==> src/rtl/mem_io_responder_pkg.sv <==
// Shared constants for the memory/IO responder:
// address regions, timer register offsets and bit positions.
package mem_io_responder_pkg;

    localparam logic [3:0] REG_RAM = 4'h0;
    localparam logic [3:0] REG_LED = 4'h1;
    localparam logic [3:0] REG_SW  = 4'h3;
    localparam logic [3:0] REG_TMR = 4'h4;

    localparam logic [1:0] TMR_LOAD   = 2'd0;
    localparam logic [1:0] TMR_COUNT  = 2'd1;
    localparam logic [1:0] TMR_CTRL   = 2'd2;
    localparam logic [1:0] TMR_STATUS = 2'd3;

    localparam int CTRL_EN    = 0;
    localparam int CTRL_AUTO  = 1;
    localparam int STATUS_EXP = 0;

endpackage

==> src/rtl/mem_io_responder_tick_timer.sv <==
// Prescaled down-counter with LOAD/COUNT/CTRL/STATUS registers
// and a combinational read mux over the four offsets.
module tick_timer
    import mem_io_responder_pkg::*;
#(
    parameter int PRESCALE = 1
) (
    input  logic        Clock,
    input  logic        Reset,
    input  logic        we,
    input  logic [1:0]  offset,
    input  logic [15:0] wdata,
    output logic [15:0] rdata,
    output logic        irq
);

    localparam int PW = (PRESCALE > 1) ? $clog2(PRESCALE) : 1;
    localparam logic [PW-1:0] PS_LAST = PW'(PRESCALE - 1);

    logic [15:0]   load_q;
    logic [15:0]   count_q;
    logic          en_q;
    logic          auto_q;
    logic          exp_q;
    logic [PW-1:0] ps_q;

    logic tick;
    logic wr_load;
    logic wr_ctrl;
    logic wr_stat;

    assign tick    = en_q && (ps_q == PS_LAST);
    assign wr_load = we && (offset == TMR_LOAD);
    assign wr_ctrl = we && (offset == TMR_CTRL);
    assign wr_stat = we && (offset == TMR_STATUS);
    assign irq     = exp_q;

    always_ff @(posedge Clock) begin
        if (Reset) begin
            load_q  <= '0;
            count_q <= '0;
            en_q    <= 1'b0;
            auto_q  <= 1'b0;
            exp_q   <= 1'b0;
            ps_q    <= '0;
        end else begin
            if (en_q)
                ps_q <= tick ? '0 : ps_q + 1'b1;
            // clear first so a same-edge expiry below wins
            if (wr_stat && wdata[STATUS_EXP])
                exp_q <= 1'b0;
            if (wr_load) begin
                load_q  <= wdata;
                count_q <= wdata;
                ps_q    <= '0;
            end else if (tick) begin
                if (count_q != '0) begin
                    count_q <= count_q - 16'd1;
                end else begin
                    exp_q <= 1'b1;
                    if (auto_q)
                        count_q <= load_q;
                    else
                        en_q <= 1'b0;
                end
            end
            if (wr_ctrl) begin
                en_q   <= wdata[CTRL_EN];
                auto_q <= wdata[CTRL_AUTO];
            end
        end
    end

    always_comb begin
        rdata = '0;
        unique case (offset)
            TMR_LOAD:   rdata = load_q;
            TMR_COUNT:  rdata = count_q;
            TMR_CTRL: begin
                rdata[CTRL_EN]   = en_q;
                rdata[CTRL_AUTO] = auto_q;
            end
            TMR_STATUS: rdata[STATUS_EXP] = exp_q;
        endcase
    end

endmodule

==> src/rtl/mem_io_responder.sv <==
// Single bus target for the processor: mirrored RAM, LED register,
// synchronized switches and a tick timer, with one-cycle read latency.
module mem_io_responder
    import mem_io_responder_pkg::*;
#(
    parameter int RAM_AW   = 8,
    parameter int LED_W    = 10,
    parameter int SW_W     = 10,
    parameter int PRESCALE = 1
) (
    input  logic             Clock,
    input  logic             Reset,
    input  logic [15:0]      ADDR,
    input  logic [15:0]      DOUT,
    input  logic             W,
    output logic [15:0]      DIN,
    input  logic [SW_W-1:0]  SW,
    output logic [LED_W-1:0] LEDR,
    output logic             TIMER_IRQ
);

    logic [3:0]      region;
    logic            ram_we;
    logic            led_we;
    logic            tmr_we;
    logic [15:0]     ram [2**RAM_AW];
    logic [15:0]     ram_q;
    logic            ram_sel_q;
    logic [SW_W-1:0] sw_meta;
    logic [SW_W-1:0] sw_sync;
    logic [15:0]     tmr_rdata;
    logic [15:0]     io_rd;
    logic [15:0]     io_q;
    logic            unused_addr;

    assign region      = ADDR[15:12];
    assign ram_we      = W && !Reset && (region == REG_RAM);
    assign led_we      = W && (region == REG_LED);
    assign tmr_we      = W && (region == REG_TMR);
    assign unused_addr = ^ADDR[11:RAM_AW];

    // Reset-free array so synthesis maps it onto block RAM
    always_ff @(posedge Clock) begin
        if (ram_we)
            ram[ADDR[RAM_AW-1:0]] <= DOUT;
        ram_q <= ram[ADDR[RAM_AW-1:0]];
    end

    tick_timer #(
        .PRESCALE(PRESCALE)
    ) u_timer (
        .Clock (Clock),
        .Reset (Reset),
        .we    (tmr_we),
        .offset(ADDR[1:0]),
        .wdata (DOUT),
        .rdata (tmr_rdata),
        .irq   (TIMER_IRQ)
    );

    always_comb begin
        io_rd = '0;
        case (region)
            REG_LED: io_rd = 16'(LEDR);
            REG_SW:  io_rd = 16'(sw_sync);
            REG_TMR: io_rd = tmr_rdata;
            default: io_rd = '0;
        endcase
    end

    always_ff @(posedge Clock) begin
        if (Reset) begin
            LEDR      <= '0;
            sw_meta   <= '0;
            sw_sync   <= '0;
            io_q      <= '0;
            ram_sel_q <= 1'b0;
        end else begin
            if (led_we)
                LEDR <= DOUT[LED_W-1:0];
            sw_meta   <= SW;
            sw_sync   <= sw_meta;
            io_q      <= io_rd;
            ram_sel_q <= (region == REG_RAM);
        end
    end

    assign DIN = ram_sel_q ? ram_q : io_q;

endmodule
==> config.mk <==
export PLATFORM = sky130hd
export DESIGN_NAME = mem_io_responder
export DESIGN_NICKNAME = d
export VERILOG_FILES = /design/src/rtl/mem_io_responder_pkg.sv /design/src/rtl/mem_io_responder_tick_timer.sv /design/src/rtl/mem_io_responder.sv
export SDC_FILE = /design/constraint.sdc
export NUM_CORES = 2
export LEC_CHECK = 0
export BUFFER_PORTS_ARGS = -buffer_cell sky130_fd_sc_hd__buf_2
export CAP_MARGIN = 10
export CORE_MARGIN = 2
export CORE_UTILIZATION = 50
export CTS_CLUSTER_DIAMETER = 80
export CTS_CLUSTER_SIZE = 20
export DETAILED_ROUTE_END_ITERATION = 10
export PLACE_DENSITY_LB_ADDON = 0.25
export SETUP_SLACK_MARGIN = 0.15
export SLEW_MARGIN = 20
export SYNTH_ARGS = -nofsm -noshare
export SYNTH_HDL_FRONTEND = slang
export SYNTH_SLANG_ARGS = --single-unit
export TNS_END_PERCENT = 50
==> constraint.sdc <==
create_clock -name Clock -period 6.7 [get_ports Clock]
set_input_delay 1.005 -clock Clock [delete_from_list [all_inputs] [get_ports Clock]]
set_output_delay 1.005 -clock Clock [all_outputs]
set_load 0.01 [all_outputs]
---- Yosys cells after proc, flatten, opt, wreduce, memory -nomap -nowiden ----
Memories as Yosys holds them, arrays and structs flattened. A register that Yosys moved wholly into a read port is not among the register bits.
Cells that the tools add are included.
storage, ports and cells
  memory bits (writable) .................. 4096
  bits of input ports ..................... 45
  memories ................................ 1
  bits in registers ....................... 83
memory list
  memory  words  bits a word  rd ports  clocked after Yosys merged registers in  write ports  RTL line                RTL
  ram     256    16           1         1                                        1            mem_io_responder.sv:26  logic [15:0] ram [2**RAM_AW];
operators by class
  equality and inequality tests ........... 9
  bitwise gates (word level) .............. 1
  add/subtract/negate cells ............... 2
  multiplexer cells ....................... 21
  reductions and logical operators ........ 19
operators with widths
  operator                 number
  $mux W16                 5
  $pmux W16 S3             1
  $pmux W14 S2             1
  $reduce_bool A16 Y1      1
  $sub A16 B1 Y16 const B  1
  $mux W1                  12
  $logic_and A1 B1 Y1      9
  $eq A2 B2 Y1 const B     2
  $eq A4 B1 Y1 const B     1
  $eq A4 B2 Y1 const B     1
  $eq A4 B3 Y1 const B     1
  $logic_not A4 Y1         1
  $ne A2 B2 Y1 const B     2
  $pmux W1 S4              1
  $reduce_and A4 Y1        1
  $reduce_bool A2 Y1       2
  $pmux W1 S3              1
  $reduce_bool A3 Y1       1
  $eq A2 B1 Y1 const B     1
  $logic_not A2 Y1         1
  $ne A2 B1 Y1 const B     1
  $reduce_and A2 Y1        1
  $reduce_or A2 Y1         1
  $add A1 B1 Y1 const B    1
  other kinds (2)          2

---- Longest topological paths before layout ----
  depth in word-level cells ............... 8
  mapped depth ............................ 13
  gate-level depth less buffers ........... 9

---- By module ----
Synthesis repeated with hierarchy kept, for this count alone.
unflattened totals
  cell total of the unflattened synthesis .. 7155
  area total of the unflattened synthesis .. 159227.7 µm²
modules (own cells, without submodules)
  module            sequential area each (µm²)  cells each  area each (µm²)  times used
  mem_io_responder  124259.2                    6862        156920.5         1
  tick_timer        720.7                       293         2307.2           1

---- Least setup slack after synthesis ----
No wires, ideal clock.
  path kind ............................... in2reg
  start ................................... input ADDR[0]
  end ..................................... memory ram[169][0] (enable)
  path slack .............................. 2.617 ns
  stages on the path ...................... 12
  arrival ................................. 3.694 ns
  path through ............................ buf_6 -> buf_6 -> buf_6 -> buf_6 -> buf_6 -> buf_4 -> buf_2 -> nor2b_1 -> buf_2 -> nand2_1 -> clkbuf_1 -> nor2_1
RTL lines
  what             RTL line                RTL
  start, declared  mem_io_responder.sv:13  input logic [15:0] ADDR,
  end, declared    mem_io_responder.sv:26
No word-level cell before the write port.

---- Final worst setup path ----
  start ................................... input ADDR[5]
  end ..................................... memory ram[25][1] (enable)
No word-level cell before the write port.

==> flow_summary.ini <==
[global_route]
grt_max_degree = 217
grt.overflow.total = 0
grt_pass1_vias = 76457
grt_usage_pct = 26.72
antenna_found_initial = 23
grt_pass1_wl_um = 606100

[clocking]
post-cts-setup-buffer-count = 0
post_cts_resized = 0
clock_path_buffers = 4
cts_tree = done
clk_latency_ns = 0.97
clk_pin_slew_ns = 0.08
cts_hold_buf = 0
htreeDepth = 4
cts_buffers = 235
clock_sinks = 4195
cts_root_buf = clkbuf_16

[routing]
via_per_inst = 6.595
wl_um = 437100
dr.pass1.iters = 6
postRouteAntennaNets = 0
drc_errors = 0
drtIter0Drc = 12507
vias = 78829
post_drt_wl_per_cell_um = 36.56

[placed_design]
pre_cts_ws_ns = 1.422
place_congestion = 0.9145
portBuffers = 67
place_area_um2 = 168700
place_hpwl_um = 262500

[worst_setup_path]
crit_path_max_fanout = 13
regToRegStartpoint = ram[79][0]
cpPeakStageDelay_ns = 0.87
critical_path_arrival_ns = 4.87
crit_required_ns = 7.35
startpoint_type = input port
crit_chain = buf_4 > nand2b_1 > buf_4 > buf_4 > nor2_1 > nand2_1 > nor2_1 > buf_4
rrSetupSlack_ns = 3.29
rr_endpoint = ram_q[0]
cp-end-kind = flip-flop
cp_slowest_cell = nor2_1
cpMostUsedCell = buf_4
critPathKind = in -> reg
worstRegToRegCells = 6

[power]
cellPowerDensity_nw_per_um2 = 263.3
peakVddDrop_mv = 0.2625
leakagePower_nw = 53.70

[floorplanning]
start_util_pct = 50.14
rows = 208
coreArea_um2 = 320400
die_area_um2 = 325800
die_height_um = 570.8
io_pins = 72
die_width_um = 570.8

[timing]
final.period_utilization_pct = 62.94
relSlewSlack_pct = 15.75
setup_viol = 0
fin_skew_ns = 0.06166
hold_viol_final = 0
layout_setup_ws_ns = 2.483
rsz0062_at_grt = no
tns_ns = 0
tightest_slew_ns = 1.264
slew_viol_final = 0
min_period_ns = 4.217
max_freq_mhz = 237.1
holdWs_ns = 0.2243

[synthesis]
synth_edf_count = 4096
synth_top_family_by_area = multiplexers
netlist_instances = 7258
netlist_area_um2 = 160600
yosys.area.top_type = edfxtp_1
synth_simple_gate_area_share_pct = 2.020
yosys_warnings = 0
async_reset_ff_share_pct = 0
ys_seq_elements = 4195
synth_seq_area_share_pct = 77.81
synth_common_cells = edfxtp_1 (4096), mux4_2 (1045), nor2_1 (376), a22oi_1 (247), mux2i_1 (216)
synthDistinctLibCells = 66
synth-compound-area-share_pct = 2.608
ys.flop_type = edfxtp_1
synth-adder-area-share_pct = 0.01558
avgSynthCellArea_um2 = 22.13
synth_most_common_cell = edfxtp_1
synth-xor-area-share_pct = 0.01091
yosys-top-cells-area = edfxtp_1 (77%), mux4_2 (15%), mux2i_1 (1.3%)
synth.net_count = 7305
synth_top_area_share_pct = 76.57
synthMuxAreaShare_pct = 16.26

[final_layout]
finalNetCount = 7616
final_cell_area_um2 = 175300
area_growth_pct = 9.156
final_layout_size_suffix_gt1_share_pct = 25.95

[hold_path]
hold_path_end = ram_sel_q
hp-class = in -> reg
hold_depth = 2
hp-start = Reset

[job]
maxCapViolCount = 0

[run_status]
status = finished, final reports clean
## worst max-delay path, delay by kind of cell
family | cells | cell delay (ns)
buf+inv | 4 | 1.25
simple gates | 4 | 2.54
## metrics by stage
stage               util [%]  instances  power (mW)
detailed placement     52.66      11634       32.00
global route           54.72      11944       47.25
CTS                    54.69      11940       46.31
floorplan                  -       7258       30.66
finish                 54.73      11953       46.16
global placement       52.65      11634       31.95
## logic make-up after synthesis
logic type                 Yosys count
adders and majority gates            2
DFF                               4195
and+or+nand+nor                    722
AOI/OAI and AO/OA                  608
buffers and inverters              430
xor gates and xnor gates             2
muxes                             1299
## sequential cells by signal (all words and copies together), names as in the netlist
register and flops:
u_timer.irq 1, u_timer.en_q 1, ram_q 16, LEDR 10, io_q 16, sw_meta 10
u_timer.auto_q 1, ram 4096, u_timer.count_q 16, u_timer.load_q 16, ram_sel_q 1, sw_sync 10
u_timer.ps_q 1
## how the worst max path moves through the flow
stage | endpoint | startpoint | cells after the start
floorplan | ram[169][0] | ADDR[0] | 12
finish | ram[25][1] | ADDR[5] | 8
global route | ram_q[13] | ADDR[0] | 9
CTS | ram_q[13] | ADDR[0] | 9
detailed placement | ram_q[13] | ADDR[0] | 9
global placement | ram_q[13] | ADDR[0] | 9
## power breakdown
part	leakage, nW	switching (mW)	internal, mW
Sequential	37.6	0.0432	28.8
Clock	3.14	8.20	6.54
Combinational	12.9	1.76	0.863
Total	53.7	10.0	36.2
## cells in the final DEF, fill, tap and decap left out, types with 10 or more instances in the layout
cell type,netlist,routed
nand2_1,127,116
nand3_1,50,50
o22ai_1,47,47
o22a_1,10,10
buf_2,132,46
nor4_1,26,22
nor2_1,376,273
mux2i_1,216,216
diode_2,0,10
or2_2,12,12
a211oi_1,22,22
or3_1,12,12
nor3_1,18,17
a21oi_1,147,147
mux2_2,38,38
nand4_1,15,15
o32ai_1,13,13
clkbuf_16,0,237
clkbuf_1,190,50
nor2_4,0,16
dfxtp_1,99,99
a22o_1,15,15
nand2b_1,14,14
o21ai_0,30,30
mux4_2,1045,1045
nor2_2,0,87
buf_4,34,386
a22oi_1,247,247
clkbuf_8,0,11
o211ai_1,12,12
edfxtp_1,4096,4096
buf_12,0,45
a221oi_1,14,14
nor2b_1,32,28
## per-layer routing
metal | share of wire [%] | vias up | routed length (µm) | global-route usage [%]
met4 | 4.8 | 14 | 20790 | 10.69
met2 | 46 | 4507 | 202400 | 41.03
met5 | 0.069 | - | 302 | 0
li1 | - | 31063 | - | -
met3 | 11 | 782 | 46970 | 5.640
met1 | 38 | 42463 | 166600 | 37.78
## layout make-up
class                      instances  area (µm²)
clock buffer                     287        6118
multi-input combinational       2633       34090
inverter                           5       26.28
tap                             4305        5386
antenna                           10       25.02
fill                           23774      145000
timing repair buffer             499        4334
sequential                      4195      125000
clock inverter                    19       374.1
No activity file was read; power rests on OpenSTA's default activity.
